## src/rtl/alu_result_stage_pkg.sv

```systemverilog
// Shared ALU encodings for the result stage: op codes, flag bit positions and
// the op classification used by the sticky status logic.
package alu_result_stage_pkg;

  typedef enum logic [2:0] {
    ALU_ADD = 3'b000,
    ALU_SUB = 3'b001,
    ALU_AND = 3'b010,
    ALU_OR  = 3'b011,
    ALU_SLL = 3'b100,
    ALU_SRL = 3'b101
  } alu_op_e;

  localparam int FLAGS_W = 4;
  localparam int OP_W    = 3;

  localparam int FLAG_Z = 3;
  localparam int FLAG_N = 2;
  localparam int FLAG_C = 1;
  localparam int FLAG_O = 0;

  // Only add/sub produce carry and overflow that are meaningful for status.
  function automatic logic is_arith(input logic [OP_W-1:0] op);
    return (op == ALU_ADD) || (op == ALU_SUB);
  endfunction

endpackage

```

## src/rtl/alu_result_stage_skid_fifo.sv

```systemverilog
// Two-entry skid FIFO. Ready/valid are pure functions of the registered
// occupancy, so no combinational path runs from either handshake side.
module alu_skid_fifo #(
  parameter int PW = 8
) (
  input  logic          clk,
  input  logic          rst_n,
  input  logic          push_valid,
  output logic          push_ready,
  input  logic [PW-1:0] push_data,
  output logic          pop_valid,
  input  logic          pop_ready,
  output logic [PW-1:0] pop_data
);

  logic [PW-1:0] mem [2];
  logic          wr_ptr;
  logic          rd_ptr;
  logic [1:0]    count;
  logic          push;
  logic          pop;

  assign push_ready = (count != 2'd2);
  assign pop_valid  = (count != 2'd0);
  assign push       = push_valid && push_ready;
  assign pop        = pop_valid && pop_ready;

  // Head entry is masked to zero when empty so stale data never leaks out.
  assign pop_data = pop_valid ? mem[rd_ptr] : '0;

  always_ff @(posedge clk or negedge rst_n) begin
    if (!rst_n) begin
      mem[0] <= '0;
      mem[1] <= '0;
      wr_ptr <= 1'b0;
      rd_ptr <= 1'b0;
      count  <= 2'd0;
    end else begin
      if (push) begin
        mem[wr_ptr] <= push_data;
        wr_ptr      <= ~wr_ptr;
      end
      if (pop) begin
        rd_ptr <= ~rd_ptr;
      end
      case ({push, pop})
        2'b10:   count <= count + 2'd1;
        2'b01:   count <= count - 2'd1;
        default: count <= count;
      endcase
    end
  end

endmodule

```

## src/rtl/alu_result_stage.sv

```systemverilog
// ALU result stage: buffers results in a 2-entry skid FIFO and accumulates
// sticky carry/overflow status plus a saturating overflow counter.
module alu_result_stage
  import alu_result_stage_pkg::*;
#(
  parameter int WIDTH = 32,
  parameter int RD_W  = 5
) (
  input  logic               clk,
  input  logic               rst_n,
  input  logic               in_valid,
  output logic               in_ready,
  input  logic [WIDTH-1:0]   in_result,
  input  logic [FLAGS_W-1:0] in_flags,
  input  logic [OP_W-1:0]    in_op,
  input  logic [RD_W-1:0]    in_rd,
  output logic               out_valid,
  input  logic               out_ready,
  output logic [WIDTH-1:0]   out_result,
  output logic [FLAGS_W-1:0] out_flags,
  output logic [OP_W-1:0]    out_op,
  output logic [RD_W-1:0]    out_rd,
  output logic               out_we,
  input  logic               clr_sticky,
  output logic               sticky_c,
  output logic               sticky_o,
  output logic [7:0]         ovf_count
);

  localparam int PW = WIDTH + FLAGS_W + OP_W + RD_W;

  logic [PW-1:0] in_payload;
  logic [PW-1:0] out_payload;
  logic          accept;
  logic          qual;
  logic          new_c;
  logic          new_o;

  assign in_payload = {in_result, in_flags, in_op, in_rd};

  alu_skid_fifo #(
    .PW (PW)
  ) u_fifo (
    .clk        (clk),
    .rst_n      (rst_n),
    .push_valid (in_valid),
    .push_ready (in_ready),
    .push_data  (in_payload),
    .pop_valid  (out_valid),
    .pop_ready  (out_ready),
    .pop_data   (out_payload)
  );

  assign {out_result, out_flags, out_op, out_rd} = out_payload;
  assign out_we = out_valid && (out_rd != '0);

  assign accept = in_valid && in_ready;
  assign qual   = accept && is_arith(in_op);
  assign new_c  = qual && in_flags[FLAG_C];
  assign new_o  = qual && in_flags[FLAG_O];

  // A clear coincident with a qualifying accept keeps only the new event.
  always_ff @(posedge clk or negedge rst_n) begin
    if (!rst_n) begin
      sticky_c  <= 1'b0;
      sticky_o  <= 1'b0;
      ovf_count <= 8'd0;
    end else if (clr_sticky) begin
      sticky_c  <= new_c;
      sticky_o  <= new_o;
      ovf_count <= {7'd0, new_o};
    end else begin
      sticky_c <= sticky_c | new_c;
      sticky_o <= sticky_o | new_o;
      if (new_o && (ovf_count != 8'hFF)) begin
        ovf_count <= ovf_count + 8'd1;
      end
    end
  end

endmodule

```

## config.mk

```make
export PLATFORM = sky130hd
export DESIGN_NAME = alu_result_stage
export DESIGN_NICKNAME = d
export VERILOG_FILES = /design/src/rtl/alu_result_stage_pkg.sv /design/src/rtl/alu_result_stage_skid_fifo.sv /design/src/rtl/alu_result_stage.sv
export SDC_FILE = /design/constraint.sdc
export NUM_CORES = 1
export LEC_CHECK = 0
export CAP_MARGIN = 20
export CELL_PAD_IN_SITES_DETAIL_PLACEMENT = 1
export CELL_PAD_IN_SITES_GLOBAL_PLACEMENT = 1
export CORE_MARGIN = 3
export CORE_UTILIZATION = 38
export DETAILED_ROUTE_END_ITERATION = 12
export PLACE_DENSITY = 0.84
export SLEW_MARGIN = 5
export SYNTH_ARGS = -nofsm -noshare
export SYNTH_HDL_FRONTEND = slang
export SYNTH_HIERARCHICAL = 1
export SYNTH_SLANG_ARGS = --single-unit
```

## constraint.sdc

```tcl
create_clock -name clk -period 2 [get_ports clk]
set_clock_uncertainty 0.2 [all_clocks]
set_input_delay 0.2 -clock clk [delete_from_list [all_inputs] [get_ports clk]]
set_output_delay 0.2 -clock clk [all_outputs]
set_load 0.02 [all_outputs]
```

==> results.yml <==
synth:
  syn_area_um2: 5110
  synth_top_family_by_area: "multiplexers"
  synth_top_area_cell: "dfrtp_1"
  synthArstFlopShare_pct: 100
  synth_top_cell_area_share_pct: 49.9
  yosysMostFrequentCell: "dfrtp_1"
  avgSynthCellArea_um2: 14.2
  synth-xor-area-share_pct: 1.20
  synth_ff_type: "dfrtp_1"
  synth_cell_type_count: 34
  muxShareOfSynthArea_pct: 34.5
  netlist_top_cells_area: "dfrtp_1, mux2_4, mux2i_1, nor2_1, buf_12"
  synthAdderAreaFrac_pct: 0.489
  synth-simple-area-share_pct: 7.14
  synth_cells: 360
  synthTopCellsByCount: "dfrtp_1, mux2_4, nor2_1"
  ys_seq_elements: 102
  synth_edf_count: 0
  syn_nets: 411
  ys_seq_area_share_pct: 49.9
  yosys_warnings: 6
  synth-compound-area-share_pct: 1.71
critical_path:
  r2r_start: "u_fifo/count[1]"
  reg2reg_setup_slack_ns: 0.02
  required_ns: 1.60
  end_kind: "output pin"
  startpoint_type: "register"
  r2r_cells: 10
  critical_path.startpoint: "u_fifo/rd_ptr"
  r2r-end: "u_fifo/count[1]"
  criticalPathCategory: "reg2out"
  crit_end: "out_we"
  worstPathArrival_ns: 2.08
  worstPathMaxFanout: 5
floorplanning:
  io_pins: 106
  fp.dieH_um: 122
  core_area_um2: 12900
  die_area_um2: 14900
  num_rows: 41
  start_util_pct: 39.7
  die_w_um: 122
grt:
  grt_max_degree: 40
  grt_pass1_wl_mm: 21.1
  grt-ovfl-total: 0
  antenna_found_initial: 0
  grtUsageTotal_pct: 18.3
  grt_pass1_vias: 3903
clock_tree:
  h-tree-depth: 3
  insertion_delay_ns: 0.34
  cts.sinks: 102
  numCtsBuffers: 9
  cts-root-buf: "clkbuf_16"
  path_clk_slew_ns: 0.07
  cts_tree: "yes"
  cts_buffer_depth: 2
detailed_routing:
  dr.pass1.iters: 4
  ant_nets: 0
  remaining_drc_errors: 0
  drt_iter0_drc: 121
  num_vias: 3391
  post_drt_wl_per_cell_um: 19.5
  drt_wl_total_mm: 13.4
  vias_per_cell: 4.94
finish:
  area_growth_pct: 38.8
  antennaDiodeCount: 0
  layout-drive-gt1-share_pct: 46.0
  design_area_um2: 7100
  fin_nets: 562
  final_cells: 687
sta:
  setup_tns_ns: -4.48
  setup_ws_ns: -0.482
  finalHoldViolCount: 0
  timing.hold.ws_ns: 0.211
  setup_viol: 34
  rsz0062_at_grt: "yes"
  relSlewSlack_pct: 64.3
  tightest_slew_ns: 0.535
  drv_slew: 0
  period_needed_ns: 2.48
  clock.fmax_mhz: 403
  period_share_pct: 124
power_and_ir_drop:
  power_switching_mw: 4.88
  power_frac_seq_pct: 27.7
  internal_power_mw: 8.50
  leakage_nw: 3.31
  p_per_area_nw_per_um2: 1890
  clockPowerShare_pct: 14.0
  p_sw_share_pct: 36.5
  combPwrFrac_pct: 58.2
  peakVddDrop_uv: 869
worst_hold_path:
  min_path_type: "in2async"
placement:
  gp_congestion: 0.830
  place_ws_ns: -0.575
  placed_area_um2: 6370
  io_buffers: 105
  hpwl_mm: 8.32
  dp_cells: 637
outcome:
  violations: "negative setup slack"
  status: "finished, violations left"
flow_run:
  drv_cap: 0
-- flip-flops by register name (all words and copies together) (netlist names) --
signal	count
u_fifo/wr_ptr	1
u_fifo/rd_ptr	1
sticky_o	1
ovf_count	8
u_fifo/count	2
sticky_c	1
u_fifo/mem	88
-- cells in the final DEF (no fill, tap or decap), types with 2 or more instances in the layout --
cell / instances
dfrtp_1: 100
mux2_4: 80
clkdlybuf4s50_1: 58
buf_4: 57
nor2_1: 43
mux2i_1: 37
buf_2: 14
clkbuf_16: 11
buf_6: 10
buf_12: 9
mux2i_2: 9
mux2_2: 8
nor2_2: 6
nand2_1: 5
o21ai_0: 4
nand4_1: 4
xor2_1: 4
buf_8: 4
clkbuf_2: 3
nor2_4: 3
xnor2_1: 3
inv_1: 2
nand3_1: 2
and3_1: 2
and4_1: 2
a21oi_1: 2
bufinv_16: 2
buf_16: 2
dfrtp_2: 2
-- area by class of cell --
| type | count | area (µm²) |
|---|---|---|
| Fill cell | 1285 | 5780 |
| Sequential cell | 102 | 2550 |
| Multi-Input combinational cell | 233 | 2420 |
| Timing Repair Buffer | 162 | 1580 |
| Clock buffer | 11 | 243 |
| Tap cell | 172 | 215 |
| Clock inverter | 4 | 72.6 |
| Inverter | 3 | 13.8 |
-- per-layer routing --
metal	wire, µm	global-route usage, %	vias up	share of wire, %
li1	-	-	1551	-
met1	5700	23.1	1752	43
met2	6930	32.0	75	52
met3	593	3.99	13	4.4
met4	155	4.13	0	1.2
met5	0	0	-	0
-- metrics by stage --
stage / power (mW) / util (%)
2_1_floorplan: 8.13 / -
3_3_place_gp: 10.4 / 49.4
3_5_place_dp: 10.6 / 49.4
4_1_cts: 12.7 / 53.4
5_1_grt: 14.2 / 55.1
6_report: 13.4 / 55.1
-- how the worst min path moves through the flow --
stage | endpoint | slack (ns) | depth (start not counted)
6_report | u_fifo/mem[29] | 0.21 | 2
5_1_grt | u_fifo/mem[29] | 0.24 | 2
4_1_cts | u_fifo/mem[74] | 0.21 | 2
3_5_place_dp | u_fifo/mem[74] | 0.02 | 1
3_3_place_gp | u_fifo/mem[30] | 0.01 | 1
2_1_floorplan | ovf_count[0] | -0.30 | 0
-- critical path, stage by stage (launching register included) --
cell	delay, ns
dfrtp_2	0.48
buf_6	0.13
mux2i_2	0.22
nor2_2	0.07
or4_4	0.50
o21a_2	0.22
buf_6	0.12
-- power groups by stage --
stage	sequential (mW)	clock, mW	combinational (mW)
2_1_floorplan	3.47	0	4.65
3_3_place_gp	3.57	0	6.79
3_5_place_dp	3.65	0	6.93
4_1_cts	3.64	1.93	7.13
5_1_grt	3.83	2.02	8.29
6_report	3.71	1.88	7.79
-- cell families after synthesis --
logic type                 Yosys count
buffers and inverters               25
AOI/OAI and AO/OA                   12
adders and majority gates            2
muxes                              135
xor gates and xnor gates             7
DFF                                102
and+or+nand+nor                     77
-- repair_timing --
item                                    in CTS  in global routing
hold buffers                                 1                  0
resized for setup                          127                139
gates cloned                                 2                  2
pin swaps                                    5                  8
hold endpoints to repair                    37                  0
endpoints found under the setup margin      49                 46
buffers inserted                            13                 21
(Power assumes the default switching activity.)
